<file path="src/rtl/jtframe_mixer_seq_if.sv">
// Handshake/data bundle for the sequential N-channel mixer.
// The sound side drives cen/ch/gain; the mixer returns the mixed sample.
interface jtframe_mixer_seq_if #(
  parameter int CH   = 4,
  parameter int WIN  = 16,
  parameter int WOUT = 16
);
  logic              cen;
  logic [CH*WIN-1:0] ch;
  logic [CH*8-1:0]   gain;
  logic [WOUT-1:0]   mixed;
  logic              sample;
  logic              busy;
  logic              peak;
  logic              peak_clr;

  modport master (
    output cen, ch, gain, peak_clr,
    input  mixed, sample, busy, peak
  );

  modport slave (
    input  cen, ch, gain, peak_clr,
    output mixed, sample, busy, peak
  );
endinterface

</file>
<file path="src/rtl/jtframe_mixer_seq.sv">
// Time-multiplexed N-channel signed mixer, 4.4 gains, one MAC per clk.
// Optional sticky clip flag built with JTFRAME_MIXER_PEAK_EN.
module jtframe_mixer_seq #(
  parameter int CH   = 4,
  parameter int WIN  = 16,
  parameter int WOUT = 16
) (
  input  logic clk,
  input  logic rst,
  jtframe_mixer_seq_if.slave bus
);
  localparam int IW = $clog2(CH);
  localparam int AW = WIN + 9 + IW;
  localparam int SH = 4 + WIN - WOUT;

  localparam logic [1:0] IDLE = 2'd0;
  localparam logic [1:0] LOAD = 2'd1;
  localparam logic [1:0] ACC  = 2'd2;
  localparam logic [1:0] SAT  = 2'd3;

  logic [1:0]           r_st;
  logic [IW-1:0]        r_idx;
  logic [CH*WIN-1:0]    r_ch;
  logic [CH*8-1:0]      r_gain;
  logic signed [AW-1:0] r_acc;
  logic [WOUT-1:0]      r_mixed;
  logic                 r_sample;
  logic                 r_busy;
  logic                 r_peak;

  logic signed [WIN-1:0] w_x;
  logic [7:0]            w_g;
  logic signed [WIN+8:0] w_prod;
  logic signed [AW-1:0]  w_prodx;
  logic signed [AW-1:0]  w_r;
  logic                  w_ovf;
  logic [WOUT-1:0]       w_sat;

  assign w_x     = r_ch[r_idx*WIN +: WIN];
  assign w_g     = r_gain[r_idx*8 +: 8];
  assign w_prod  = w_x * $signed({1'b0, w_g});
  assign w_prodx = {{IW{w_prod[WIN+8]}}, w_prod};
  assign w_r     = r_acc >>> SH;

  // in range only when all bits above the output MSB match the sign
  assign w_ovf = !((&w_r[AW-1:WOUT-1]) | ~(|w_r[AW-1:WOUT-1]));
  assign w_sat = w_ovf ? {w_r[AW-1], {(WOUT-1){~w_r[AW-1]}}}
                       : w_r[WOUT-1:0];

  always_ff @(posedge clk) begin
    if (rst) begin
      r_st     <= IDLE;
      r_idx    <= '0;
      r_ch     <= '0;
      r_gain   <= '0;
      r_acc    <= '0;
      r_mixed  <= '0;
      r_sample <= 1'b0;
      r_busy   <= 1'b0;
    end else begin
      r_sample <= 1'b0;
      unique case (r_st)
        IDLE: if (bus.cen) begin
          r_ch   <= bus.ch;
          r_gain <= bus.gain;
          r_acc  <= '0;
          r_busy <= 1'b1;
          r_st   <= LOAD;
        end
        LOAD: begin
          r_idx <= '0;
          r_st  <= ACC;
        end
        ACC: begin
          r_acc <= r_acc + w_prodx;
          r_idx <= r_idx + IW'(1);
          if (r_idx == IW'(CH-1)) r_st <= SAT;
        end
        SAT: begin
          r_mixed  <= w_sat;
          r_sample <= 1'b1;
          r_busy   <= 1'b0;
          r_st     <= IDLE;
        end
        default: r_st <= IDLE;
      endcase
    end
  end

`ifdef JTFRAME_MIXER_PEAK_EN
  // a clip on the SAT clk beats a simultaneous clear
  always_ff @(posedge clk) begin
    if (rst)
      r_peak <= 1'b0;
    else if (r_st == SAT && w_ovf)
      r_peak <= 1'b1;
    else if (bus.peak_clr)
      r_peak <= 1'b0;
  end
`else
  logic w_unused;
  assign w_unused = bus.peak_clr;
  assign r_peak   = 1'b0;
`endif

  assign bus.mixed  = r_mixed;
  assign bus.sample = r_sample;
  assign bus.busy   = r_busy;
  assign bus.peak   = r_peak;
endmodule
</file>
<file path="src/flat_wrapper.sv">
// flat-port wrapper written by rule: the top's interface ports become plain ports
module jtframe_mixer_seq_flat 
#(
  parameter int CH   = 4,
  parameter int WIN  = 16,
  parameter int WOUT = 16
)
  (clk, rst, bus_cen, bus_ch, bus_gain, bus_peak_clr, bus_mixed, bus_sample, bus_busy, bus_peak);
  jtframe_mixer_seq_if #(.CH(CH), .WIN(WIN), .WOUT(WOUT)) bus_i ();
  input  logic clk;
  input  logic rst;
  input wire logic [$bits(bus_i.cen)-1:0] bus_cen;
  input wire logic [$bits(bus_i.ch)-1:0] bus_ch;
  input wire logic [$bits(bus_i.gain)-1:0] bus_gain;
  input wire logic [$bits(bus_i.peak_clr)-1:0] bus_peak_clr;
  output wire logic [$bits(bus_i.mixed)-1:0] bus_mixed;
  output wire logic [$bits(bus_i.sample)-1:0] bus_sample;
  output wire logic [$bits(bus_i.busy)-1:0] bus_busy;
  output wire logic [$bits(bus_i.peak)-1:0] bus_peak;
  assign bus_i.cen = bus_cen;
  assign bus_i.ch = bus_ch;
  assign bus_i.gain = bus_gain;
  assign bus_i.peak_clr = bus_peak_clr;
  assign bus_mixed = bus_i.mixed;
  assign bus_sample = bus_i.sample;
  assign bus_busy = bus_i.busy;
  assign bus_peak = bus_i.peak;
  jtframe_mixer_seq #(.CH(CH), .WIN(WIN), .WOUT(WOUT)) u_core (.clk(clk), .rst(rst), .bus(bus_i));
endmodule
</file>
<file path="config.mk">
export PLATFORM = sky130hd
export DESIGN_NAME = jtframe_mixer_seq_flat
export DESIGN_NICKNAME = d
export VERILOG_FILES = /design/src/rtl/jtframe_mixer_seq_if.sv /design/src/rtl/jtframe_mixer_seq.sv /design/src/flat_wrapper.sv
export SDC_FILE = /design/constraint.sdc
export NUM_CORES = 1
export LEC_CHECK = 0
export CORE_ASPECT_RATIO = 2
export CORE_MARGIN = 2
export CORE_UTILIZATION = 53
export CTS_CLUSTER_DIAMETER = 30
export DETAILED_ROUTE_END_ITERATION = 8
export HOLD_SLACK_MARGIN = 0.1
export PLACE_DENSITY = 0.83
export SETUP_SLACK_MARGIN = 0.5
export SYNTH_ARGS = -nofsm -noshare
export SYNTH_HDL_FRONTEND = slang
export SYNTH_SLANG_ARGS = --single-unit
export TNS_END_PERCENT = 1
</file>
<file path="constraint.sdc">
create_clock -name clk -period 6.2 [get_ports clk]
set_input_delay 0.62 -clock clk [delete_from_list [all_inputs] [get_ports clk]]
set_output_delay 0.62 -clock clk [all_outputs]
set_load 0.01 [all_outputs]
</file>
==> parameters.txt <==
Parameter                              Value

Outcome
  Result of the run    complete, no violations

Clock tree
  Worst-skew pair later-pin latency    0.49 ns
  Sink count of the clock tree    ~150
  Root Buffer Master    sky130_fd_sc_hd__clkbuf_16
  Clock tree from TritonCTS    done
  Number of CTS-inserted buffers    25
  Maximum buffer depth of the clock tree    3
  H-tree Lvls    4
  Clock slew at the register clock pins of the worst setup and hold paths    roughly 0.060 ns

Finish
  Highest-count cells in the layout ignoring fill and taps    sky130_fd_sc_hd__nand2_1, sky130_fd_sc_hd__inv_1, sky130_fd_sc_hd__dfxtp_1
  Commonest non-fill, non-tap cell in the layout    sky130_fd_sc_hd__nand2_1
  Antenna diode instance count    0
  Non-filler instance count after layout    1,737
  Layout-stage area growth over the synthesis result    25.9%
  Layout net count    1,753
  Share of the core filled with cells in the final layout    0.681
  Share of final-layout standard cells stronger than drive strength 1    0.129

Die
  Floorplan die width    ~110 um
  Overall die height    211 um
  CORE AREA    20,900 sq um
  Top Ports    119
  Standard-cell row count    75
  Effective utilization at floorplan    0.541
  Area of the die    22,600 sq um

GRT
  Fraction of met2 tracks used by global routing    0.531
  GR Util All Layers    0.285
  Layer carrying the most global-route usage    met2
  Met3 routing resource usage after global routing    0.0463
  Number of global-route vias before repair    approximately 10,000
  Pin count of the biggest net entering global routing    98
  Global-route wire length before repair    about 50,000 um
  Residual overflow from global routing    0
  GR Util met1    0.297
  Number of antenna violations at the first check in global routing    0

STA
  Max frequency    between 150 and 200 MHz
  Final min period    around 5.9 ns
  Fin Clk Skew    0.0265 ns
  Least-Margin Pin Slew    1.11 ns
  Share of the clock period used by the worst path    0.959
  Final setup violation count    0
  Total count of hold-check failures in the final report    0
  Max-slew violation count    0
  Unrepaired setup endpoints after global routing    true
  Max transition margin    0.259
  Total negative slack    0 ns

Critical path
  CP required    around 6.6 ns
  Crit-path max FO    7
  Crit path capture type    register
  Kind of launch point of the worst setup path    register
  CP arrival    about 6.4 ns
  Worst setup path category    reg -> reg

Logic synthesis
  Number of instances in the synthesized netlist    1,310
  Number of enable flip-flop cells after synthesis    0
  Post-synth cell types    54
  FFs w/ async S/R, synth    0
  Synthesized area    11,300 sq um
  Average instance area after synthesis    8.64 sq um
  Leading register cell type out of synthesis    sky130_fd_sc_hd__dfxtp_1
  Fraction of the yosys area taken by sequential cells    0.256
  #FFs+latches synth    145
  Net Count, Synth    1,600
  Synthesis warning total    0

Pwr
  Internal    between 0.002 and 0.003 W
  Switching Fraction    0.370
  Switching Power    0.00149 W
  Static power due to leakage    6.36 nW
  Fraction of power consumed by the clock network    0.293
  Sequential share of power    0.294
  Total power per unit cell area    282 nW/um^2
  Share of power burned in combinational logic    0.412
  Maximum vdd drop    342 uV
  Total design power    0.00402 W

Placed design
  Number of cells after detailed placement    between 1,500 and 2,000
  Port-buffer cells    116
  Detailed placement HPWL    21,800 um
  GPL Wtd Cong    just over 0.9

Detailed routing
  Antenna-violating nets left    0
  Length of the first detailed-routing pass in iterations    5
  Via count    9,718
  Starting DRC count in detailed routing    579
  Total length of routed wires    32,000 um
  Ratio of routed vias to standard cells    5.59
  Remaining routing DRC violations    0
  Detailed-route wire length per cell    18.5 um

Worst hold path
  Worst min path class    reg -> reg

Job
  Max-capacitance violation count    0
==> worst paths after layout <==
path | slack, ns | start | cells past startpoint | end
max | 0.26 | u_core.r_idx[0] | 23 | u_core.r_acc[26]
min reg2reg | 0.45 | u_core.r_ch[35] | 2 | u_core.r_ch[35]
min | 0.45 | u_core.r_ch[35] | 2 | u_core.r_ch[35]
max reg2reg | 0.26 | u_core.r_idx[0] | 23 | u_core.r_acc[26]
==> cells in the mapped netlist, drive strengths merged, types with 3 or more instances <==
| cell | count | area, sq um |
|---|---|---|
| a21o | 12 | 91.3 |
| a21oi | 146 | 742 |
| a22oi | 10 | 75.1 |
| a31oi | 3 | 18.8 |
| and2 | 77 | 484 |
| buf | 13 | 60.1 |
| clkbuf | 51 | 191 |
| dfxtp | 145 | 2900 |
| fa | 127 | 2540 |
| ha | 63 | 788 |
| inv | 178 | 668 |
| mux2i | 3 | 30.0 |
| mux4 | 24 | 541 |
| nand2 | 285 | 1070 |
| nand2b | 19 | 119 |
| nand3 | 12 | 60.1 |
| nand4 | 7 | 43.8 |
| nor2 | 33 | 126 |
| nor2b | 4 | 25.0 |
| nor4 | 3 | 33.8 |
| o211ai | 19 | 148 |
| o21a | 5 | 37.5 |
| o21ai | 22 | 110 |
| o21bai | 4 | 30.0 |
| or3 | 4 | 25.0 |
| xnor2 | 13 | 114 |
| xor2 | 9 | 78.8 |
==> metal layers <==
layer,share of wire,routed length [um]
met3,0.057,1830
met5,0,0
met1,0.33,10500
met4,0.072,2320
met2,0.54,17400
==> area by class of cell <==
type	count	area (sq um)
Multi-Input combinational cell	927	7850
Tap cell	269	337
Sequential cell	145	2910
Fill cell	1464	6670
Inverter	178	668
Clock buffer	30	654
Timing Repair Buffer	186	1800
Clock inverter	2	35.0
==> flip-flops by register name (all words and copies together) (netlist names) <==
| signal | flops |
|---|---|
| u_core.bus.mixed | 16 |
| u_core.bus.sample | 1 |
| u_core.r_st | 2 |
| u_core.r_acc | 27 |
| u_core.r_idx | 2 |
| u_core.bus.busy | 1 |
| u_core.r_ch | 64 |
| u_core.r_gain | 32 |
==> logic make-up (layout without fill, tap and decap cells) <==
group,count (synthesis),count (layout),share of synthesized area
adders and majority gates,190,190,0.294
muxes,27,31,0.0504
DFF,145,145,0.256
xor gates and xnor gates,22,22,0.0170
AOI/OAI and AO/OA,233,233,0.120
buffers and inverters,242,396,0.0813
other,1,1,0.000331
and+or+nand+nor,450,450,0.180
==> critical path, cell delays in order, from the launching register on <==
cell	delay (ns)
sky130_fd_sc_hd__dfxtp_4	0.42
sky130_fd_sc_hd__buf_12	0.13
sky130_fd_sc_hd__buf_16	0.13
sky130_fd_sc_hd__mux4_2	0.61
sky130_fd_sc_hd__buf_6	0.18
sky130_fd_sc_hd__nand2_4	0.05
sky130_fd_sc_hd__fa_1	0.40
sky130_fd_sc_hd__inv_1	0.08
sky130_fd_sc_hd__fa_1	0.44
sky130_fd_sc_hd__fa_1	0.52
sky130_fd_sc_hd__fa_1	0.55
sky130_fd_sc_hd__inv_2	0.04
sky130_fd_sc_hd__fa_1	0.53
sky130_fd_sc_hd__inv_2	0.06
sky130_fd_sc_hd__ha_4	0.30
sky130_fd_sc_hd__a21oi_4	0.07
sky130_fd_sc_hd__buf_6	0.11
sky130_fd_sc_hd__o21a_1	0.19
sky130_fd_sc_hd__o211ai_1	0.16
sky130_fd_sc_hd__a21o_2	0.14
sky130_fd_sc_hd__a211oi_2	0.07
sky130_fd_sc_hd__or3_1	0.40
sky130_fd_sc_hd__and2_4	0.15
sky130_fd_sc_hd__o211ai_2	0.12
==> power by group through the flow <==
| stage | logic (W) | clock network (W) | registers (W) |
|---|---|---|---|
| finish | 0.00166 | 0.00118 | 0.00118 |
| global route | 0.00183 | 0.00123 | 0.00119 |
| CTS | 0.00158 | 0.00119 | 0.00116 |
| detailed placement | 0.00143 | 0 | 0.00116 |
| global placement | 0.00141 | 0 | 0.00116 |
| floorplan | 0.00102 | 0 | 0.00114 |
==> stage by stage <==
| stage | area, sq um | setup slack [ns] | hold slack [ns] |
|---|---|---|---|
| 2_1_floorplan | 11300 | 0.505 | 0.433 |
| 3_3_place_gp | 12800 | 0.120 | 0.438 |
| 3_5_place_dp | 12800 | 0.103 | 0.446 |
| 4_1_cts | 14000 | 0.298 | 0.453 |
| 5_1_grt | 14300 | 0.120 | 0.474 |
| 6_report | 14300 | 0.257 | 0.452 |
==> what timing repair did <==
item,CTS,global route
setup buffers,35,9
resized for setup,35,37
pin swaps,16,33
cloned,3,2
hold endpoints to repair,0,0
endpoints found under the setup margin,14,16
hold buffers,0,0
No activity file was read; power rests on OpenSTA's default activity.
